`src/rtl/video_timing.sv`:
```
// Raster timing generator: pixel/line counters at half the clock rate, with
// registered blanking, sync and event pulses aligned to the counters.
module video_timing #(
    parameter int H_TOTAL      = 384,
    parameter int H_ACTIVE     = 256,
    parameter int H_SYNC_START = 288,
    parameter int H_SYNC_LEN   = 32,
    parameter int V_TOTAL      = 264,
    parameter int V_ACTIVE     = 224,
    parameter int V_SYNC_START = 240,
    parameter int V_SYNC_LEN   = 4
) (
    input  logic       clk,
    input  logic       rst_n,
    input  logic       ena,
    output logic       h_half,
    output logic [8:0] h_cnt,
    output logic [8:0] v_cnt,
    output logic       hblank,
    output logic       vblank,
    output logic       cmpblk2,
    output logic       hsync_n,
    output logic       vsync_n,
    output logic       line_start,
    output logic       vblank_irq,
    output logic       frame_start
);

    if (!(H_ACTIVE < H_SYNC_START &&
          H_SYNC_START + H_SYNC_LEN <= H_TOTAL &&
          H_TOTAL <= 512)) begin : g_h_param_illegal
        $error("video_timing: illegal horizontal timing parameters");
    end

    if (!(V_ACTIVE < V_SYNC_START &&
          V_SYNC_START + V_SYNC_LEN <= V_TOTAL &&
          V_TOTAL <= 512)) begin : g_v_param_illegal
        $error("video_timing: illegal vertical timing parameters");
    end

    localparam logic [8:0] H_LAST = 9'(H_TOTAL - 1);
    localparam logic [8:0] H_ACT  = 9'(H_ACTIVE);
    localparam logic [8:0] H_SS   = 9'(H_SYNC_START);
    localparam logic [9:0] H_SE   = 10'(H_SYNC_START + H_SYNC_LEN);
    localparam logic [8:0] V_LAST = 9'(V_TOTAL - 1);
    localparam logic [8:0] V_ACT  = 9'(V_ACTIVE);
    localparam logic [8:0] V_SS   = 9'(V_SYNC_START);
    localparam logic [9:0] V_SE   = 10'(V_SYNC_START + V_SYNC_LEN);

    logic       h_half_nx;
    logic [8:0] h_cnt_nx;
    logic [8:0] v_cnt_nx;
    logic       line_wrap;
    logic       hblank_nx;
    logic       vblank_nx;
    logic       hsync_n_nx;
    logic       vsync_n_nx;
    logic       line_start_nx;
    logic       vblank_irq_nx;
    logic       frame_start_nx;

    // Decodes look at the next counter values so every output register
    // changes on the same edge as the counters it describes.
    always_comb begin
        h_half_nx = ~h_half;
        h_cnt_nx  = h_cnt;
        v_cnt_nx  = v_cnt;
        line_wrap = 1'b0;

        if (h_half) begin
            if (h_cnt == H_LAST) begin
                h_cnt_nx  = '0;
                line_wrap = 1'b1;
                if (v_cnt == V_LAST) begin
                    v_cnt_nx = '0;
                end else begin
                    v_cnt_nx = v_cnt + 9'd1;
                end
            end else begin
                h_cnt_nx = h_cnt + 9'd1;
            end
        end

        hblank_nx      = (h_cnt_nx >= H_ACT);
        vblank_nx      = (v_cnt_nx >= V_ACT);
        hsync_n_nx     = !((h_cnt_nx >= H_SS) && ({1'b0, h_cnt_nx} < H_SE));
        vsync_n_nx     = !((v_cnt_nx >= V_SS) && ({1'b0, v_cnt_nx} < V_SE));
        line_start_nx  = line_wrap;
        vblank_irq_nx  = line_wrap && (v_cnt_nx == V_ACT);
        frame_start_nx = line_wrap && (v_cnt_nx == 9'd0);
    end

    // Pulses are cleared on disabled clocks; since the counters do not move
    // while ena is low, an event cannot be re-reported when ena returns.
    always_ff @(posedge clk or negedge rst_n) begin
        if (!rst_n) begin
            h_half      <= 1'b0;
            h_cnt       <= '0;
            v_cnt       <= '0;
            hblank      <= 1'b0;
            vblank      <= 1'b0;
            cmpblk2     <= 1'b0;
            hsync_n     <= 1'b1;
            vsync_n     <= 1'b1;
            line_start  <= 1'b0;
            vblank_irq  <= 1'b0;
            frame_start <= 1'b0;
        end else if (ena) begin
            h_half      <= h_half_nx;
            h_cnt       <= h_cnt_nx;
            v_cnt       <= v_cnt_nx;
            hblank      <= hblank_nx;
            vblank      <= vblank_nx;
            cmpblk2     <= hblank_nx | vblank_nx;
            hsync_n     <= hsync_n_nx;
            vsync_n     <= vsync_n_nx;
            line_start  <= line_start_nx;
            vblank_irq  <= vblank_irq_nx;
            frame_start <= frame_start_nx;
        end else begin
            line_start  <= 1'b0;
            vblank_irq  <= 1'b0;
            frame_start <= 1'b0;
        end
    end

endmodule

```
`config.mk`:
```
export PLATFORM = sky130hd
export DESIGN_NAME = video_timing
export DESIGN_NICKNAME = d
export VERILOG_FILES = /design/src/rtl/video_timing.sv
export SDC_FILE = /design/constraint.sdc
export NUM_CORES = 1
export LEC_CHECK = 0
export BUFFER_PORTS_ARGS = -buffer_cell sky130_fd_sc_hd__buf_2
export CORE_ASPECT_RATIO = 1.75
export CORE_UTILIZATION = 49
export DETAILED_ROUTE_END_ITERATION = 6
export PLACE_DENSITY = 0.82
export SLEW_MARGIN = 0
export SYNTH_ARGS = -nofsm -noshare
export SYNTH_HDL_FRONTEND = slang
export SYNTH_SLANG_ARGS = --single-unit
export TNS_END_PERCENT = 20
```
`constraint.sdc`:
```
create_clock -name clk -period 2.3 [get_ports clk]
set_clock_uncertainty 0.05 [all_clocks]
set_input_delay 0.46 -clock clk [delete_from_list [all_inputs] [get_ports clk]]
set_output_delay 0.46 -clock clk [all_outputs]
set_load 0.01 [all_outputs]
```
Word-level counts from Yosys, hierarchy flattened:

Index checks and enable logic that the tools add are counted.

* $lt $le $gt $ge: 6
* eq/ne operators: 3
* reduce and logical (&&, ||, !) cells: 7
* muxes and demuxes: 10
* add/subtract/negate cells: 2
* bitwise logic cells: 2

Operators by type and width (number)
* $mux W9: 5
* $add A9 B1 Y9 const B: 2
* $eq A9 B9 Y1 const B: 2
* $ge A9 B8 Y1 const B: 2
* $ge A9 B9 Y1 const B: 2
* $eq A9 B8 Y1 const B: 1
* $logic_not A9 Y1: 1
* $lt A9 B8 Y1 const B: 1
* $lt A9 B9 Y1 const B: 1
* $mux W1: 5
* $logic_and A1 B1 Y1: 4
* $logic_not A1 Y1: 2
* $not A1 Y1: 1
* $or A1 B1 Y1: 1

* bits in registers: 27
* output and inout bits: 27
* word-level logic and storage cells: 41

Logic depth before layout (Yosys ltp):

* depth after elaboration: 7
* depth in mapped cells: 8
* mapped depth without buffers: 8

Worst setup path after synthesis:

Ideal clock, no wire load.

* path kind: register to register
* from: register v_cnt[0]
* to: register vsync_n
* arrival time: 2.140 ns
* stages on the path, launching flop included: 9
* period minus slack after synthesis: 2.269 ns
* path slack: 0.031 ns
* setup time: 0.080 ns
* required time: 2.170 ns
* cell sequence: dfrtp_1 > ha_1 > and2_1 > and4b_1 > buf_4 > o2111ai_1 > and3_1 > or4_1 > o22a_1

* word-level cells in the longest chain between the ends: 7
* elaborated cells on any way between the ends: 9
* those cells by class: add/sub: 1; order compare: 2; eq/ne: 1; mux: 3; reduce/logical: 2

RTL lines
* start: declaration: line 18 `output logic [8:0] v_cnt,`
* start signal: assignment: line 111 `v_cnt <= v_cnt_nx;`
* $add A9 B1 Y9 or $eq A9 B9 Y1 (tied branches): line 77, 74
* $mux W9: line 74 `if (v_cnt == V_LAST) begin`
* $mux W9: line 71 `if (h_cnt == H_LAST) begin`
* $mux W9 *: line 70 `if (h_half) begin`
* $ge A9 B8 Y1 or $lt A9 B8 Y1 (tied branches): line 87 `vsync_n_nx = !((v_cnt_nx >= V_SS) && ({1'b0, v_cnt_nx} < V_SE));`
* $logic_and A1 B1 Y1 *: line 87
* $logic_not A1 Y1 *: line 87
* end signal: assignment: line 116 `vsync_n <= vsync_n_nx;`
* end: declaration: line 23 `output logic vsync_n,`

Mark *: on every way between the ends. The rest lies on a longest branch, timed or not.
A chain may end at the register's enable or synchronous reset.

Worst setup path after layout:

* from: register h_cnt[1]
* to: register vsync_n

* word-level cells in the longest chain between the ends: 6
* elaborated cells on any way between the ends: 7
* those cells by class: order compare: 2; eq/ne: 1; mux: 2; reduce/logical: 2

RTL lines
* start: declaration: line 17 `output logic [8:0] h_cnt,`
* start signal: assignment: line 110 `h_cnt <= h_cnt_nx;`
* $eq A9 B9 Y1 *: line 71
* $mux W9 *: line 71
* $mux W9 *: line 70
* $ge A9 B8 Y1 or $lt A9 B8 Y1 (tied branches): line 87
* $logic_and A1 B1 Y1 *: line 87
* $logic_not A1 Y1 *: line 87

Marked as above.

==> impl_metrics.yaml <==
status:
  outcome: "finished, violations left"
  violations: "design-rule violations"
cts:
  clk_latency_ps: 270
  cts_tree: "yes"
  clock-sinks: 26
  clk_pin_slew_ps: 90
  hold_buffers: 0
  clk_path_buf_depth: 2
  htree_levels: 1
  cts_buffers: 3
  cts-root-buf: "clkbuf_8"
critical_path:
  start_kind: "flop"
  crit_type: "reg2reg"
  crit_path_end_kind: "flop"
  path_cells: "ha_2 > nand3_2 > nor3_2 > buf_4 > o2111ai_1 > and3_1 > or4_1 > o22a_1"
  crit_required_ps: 2460
  path_max_fanout: 11
  cp.arrival_ps: 2350
  cpPeakStageDelay_ps: 530
  worst_path_max_delay_cell: "or4_1"
detailed_routing:
  drtIter0Drc: 55
  via_count: 1374
  wl_um: 3650
  drtPass1Iterations: 6
  drtAntennaViolNets: 0
  viasPerCell: 5.90
  post_drt_wl_per_cell_um: 15.7
  drc: 8
yosys:
  synth_area_mm2: 0.00148
  async_flop_share_pct: 100
  yosys-top-cells-count: "24 x dfrtp_1, 19 x nand2_1, 15 x nor2_1, 12 x nand3_1, 11 x o21ai_0"
  synthCells: 160
  ys_seq_area_share_pct: 44.2
  ys.flop_type: "dfrtp_1"
  avgSynthCellArea_um2: 9.23
  post-synth-top-count-cell: "dfrtp_1"
  synth_nets: 165
  ys_ff_latch: 26
  synth_edf_count: 0
  synth_top_area_cell: "dfrtp_1"
  synth_area_leaders: "dfrtp_1 41%, nand2_1 4.8%, nand3_1 4.1%, nor2_1 3.8%, o21ai_0 3.7%"
  yosys.cell_types.count: 43
  ys_warn_count: 0
  netlist.area_leader.share_pct: 40.7
sta:
  whs_ps: 124
  final_max_slew_viol_count: 0
  finalSetupTns_ps: 0
  hold_viol: 0
  grt_setup_unrepaired: "no"
  post-route-period-util_pct: 95.5
  tightestPinTransition_ps: 566
  clock.fmax_mhz: 455
  setup_viol: 0
  finalCriticalPeriod_ps: 2200
  slew_headroom_pct: 62.3
  layout_setup_ws_ps: 104
grt:
  grt_max_degree: 27
  grt_pass1_vias: 1350
  grt_pass1_wl_um: 5930
  grt_usage_pct: 24.3
  gr-total-overflow: 0
  antenna_found_initial: 0
finish:
  fill_cells: 244
  antenna_cells: 0
  multi_input_area_um2: 773
  reg.largest.list: "h_cnt x9, v_cnt x9"
  area_growth_pct: 24.0
  seqCellArea_um2: 653
  drive_above_1_share_pct: 31.7
  nets: 211
hold_path:
  hold_path_class: "in2async"
job:
  cap_violations: 0
power_and_ir_drop:
  power.density_mw_per_mm2: 628
  peakVddDrop_mv: 0.307
  power.leakage_nw: 0.909
floorplan:
  rows: 26
  start_util_pct: 51.0
  core_mm2: 0.00290
  dieWidth_um: 43.5
  die_area_mm2: 0.00325
  fp.dieH_um: 74.6
  ioPinCount: 30
placement:
  io_buffers: 29
  pre_cts_ws_ps: 64.3
  gp_congestion: 0.964
  dpl.hpwl_um: 2880
## metal layers
metal / track usage (%) / up-vias / part of all wire, %
li1: - / 667 / -
met3: 3.60 / 13 / 2.9
met4: 16.0 / 0 / 3.8
met5: 0 / - / 0
met2: 44.3 / 44 / 55
met1: 25.1 / 650 / 39
## placed cells by master, fill, tap and decap left out, drive strengths merged, types with 6 or more instances in the layout
master / n
buf: 50
dfrtp: 24
nand2: 19
nor2: 15
nand3: 12
o21ai: 11
nor3: 8
xor2: 6
and3: 6
## worst paths after layout
kind                           from       end  slack, ps  cells after the start
setup / recovery           h_cnt[1]   vsync_n        100                      8
hold / removal                rst_n  h_cnt[2]        120                      1
setup reg to reg           h_cnt[1]   vsync_n        100                      8
hold reg to reg             hsync_n   hsync_n        460                      2
max in group asynchronous     rst_n   hsync_n       1700                      1
min in group clk            hsync_n   hsync_n        460                      2
## repair_timing
item	CTS	global route
gates resized for setup	0	5
endpoints found under the setup margin	0	2
buffers inserted	0	0
## report_power, final
part	total, W	internal [W]	switching, W
Sequential	0.000585	0.000519	0.0000657
Clock	0.000294	0.000153	0.000141
Combinational	0.000272	0.000133	0.000138
## per-stage QoR
stage                     cell area [um2]  utilization, %  std cells  total power, W
after floorplan                      1480               -        160        0.000728
after global placement               1760            60.8        229        0.000844
after detailed placement             1760            60.8        229        0.000861
after CTS                            1820            62.7        233         0.00115
after global routing                 1830            63.2        233         0.00121
final                                1830            63.2        233         0.00115
## final cells by class
cell class	count	area share, %
multi-input combinational	122	42.2
sequential	26	35.7
timing repair buffer	50	16.5
clock buffer	4	3.01
tap	28	1.91
inverter	3	0.615
## kinds of logic after synthesis
| family | synth area share [%] |
|---|---|
| AND/OR/NAND/NOR | 27.8 |
| AO/OA/AOI/OAI | 13.6 |
| flip-flops | 44.2 |
| buffers and inverters | 4.32 |
| XOR/XNOR | 5.34 |
| multiplexers | 2.97 |
| adder cells (fa/ha/maj) | 1.69 |
## critical path: cells and delay by family, from the launching register on
family	cells	cell delay, ps
compound gates	2	270
flops	1	380
fa+ha+maj	1	200
simple gates	4	1050
buf+inv	1	180
Power figures use the tool's default switching activity.
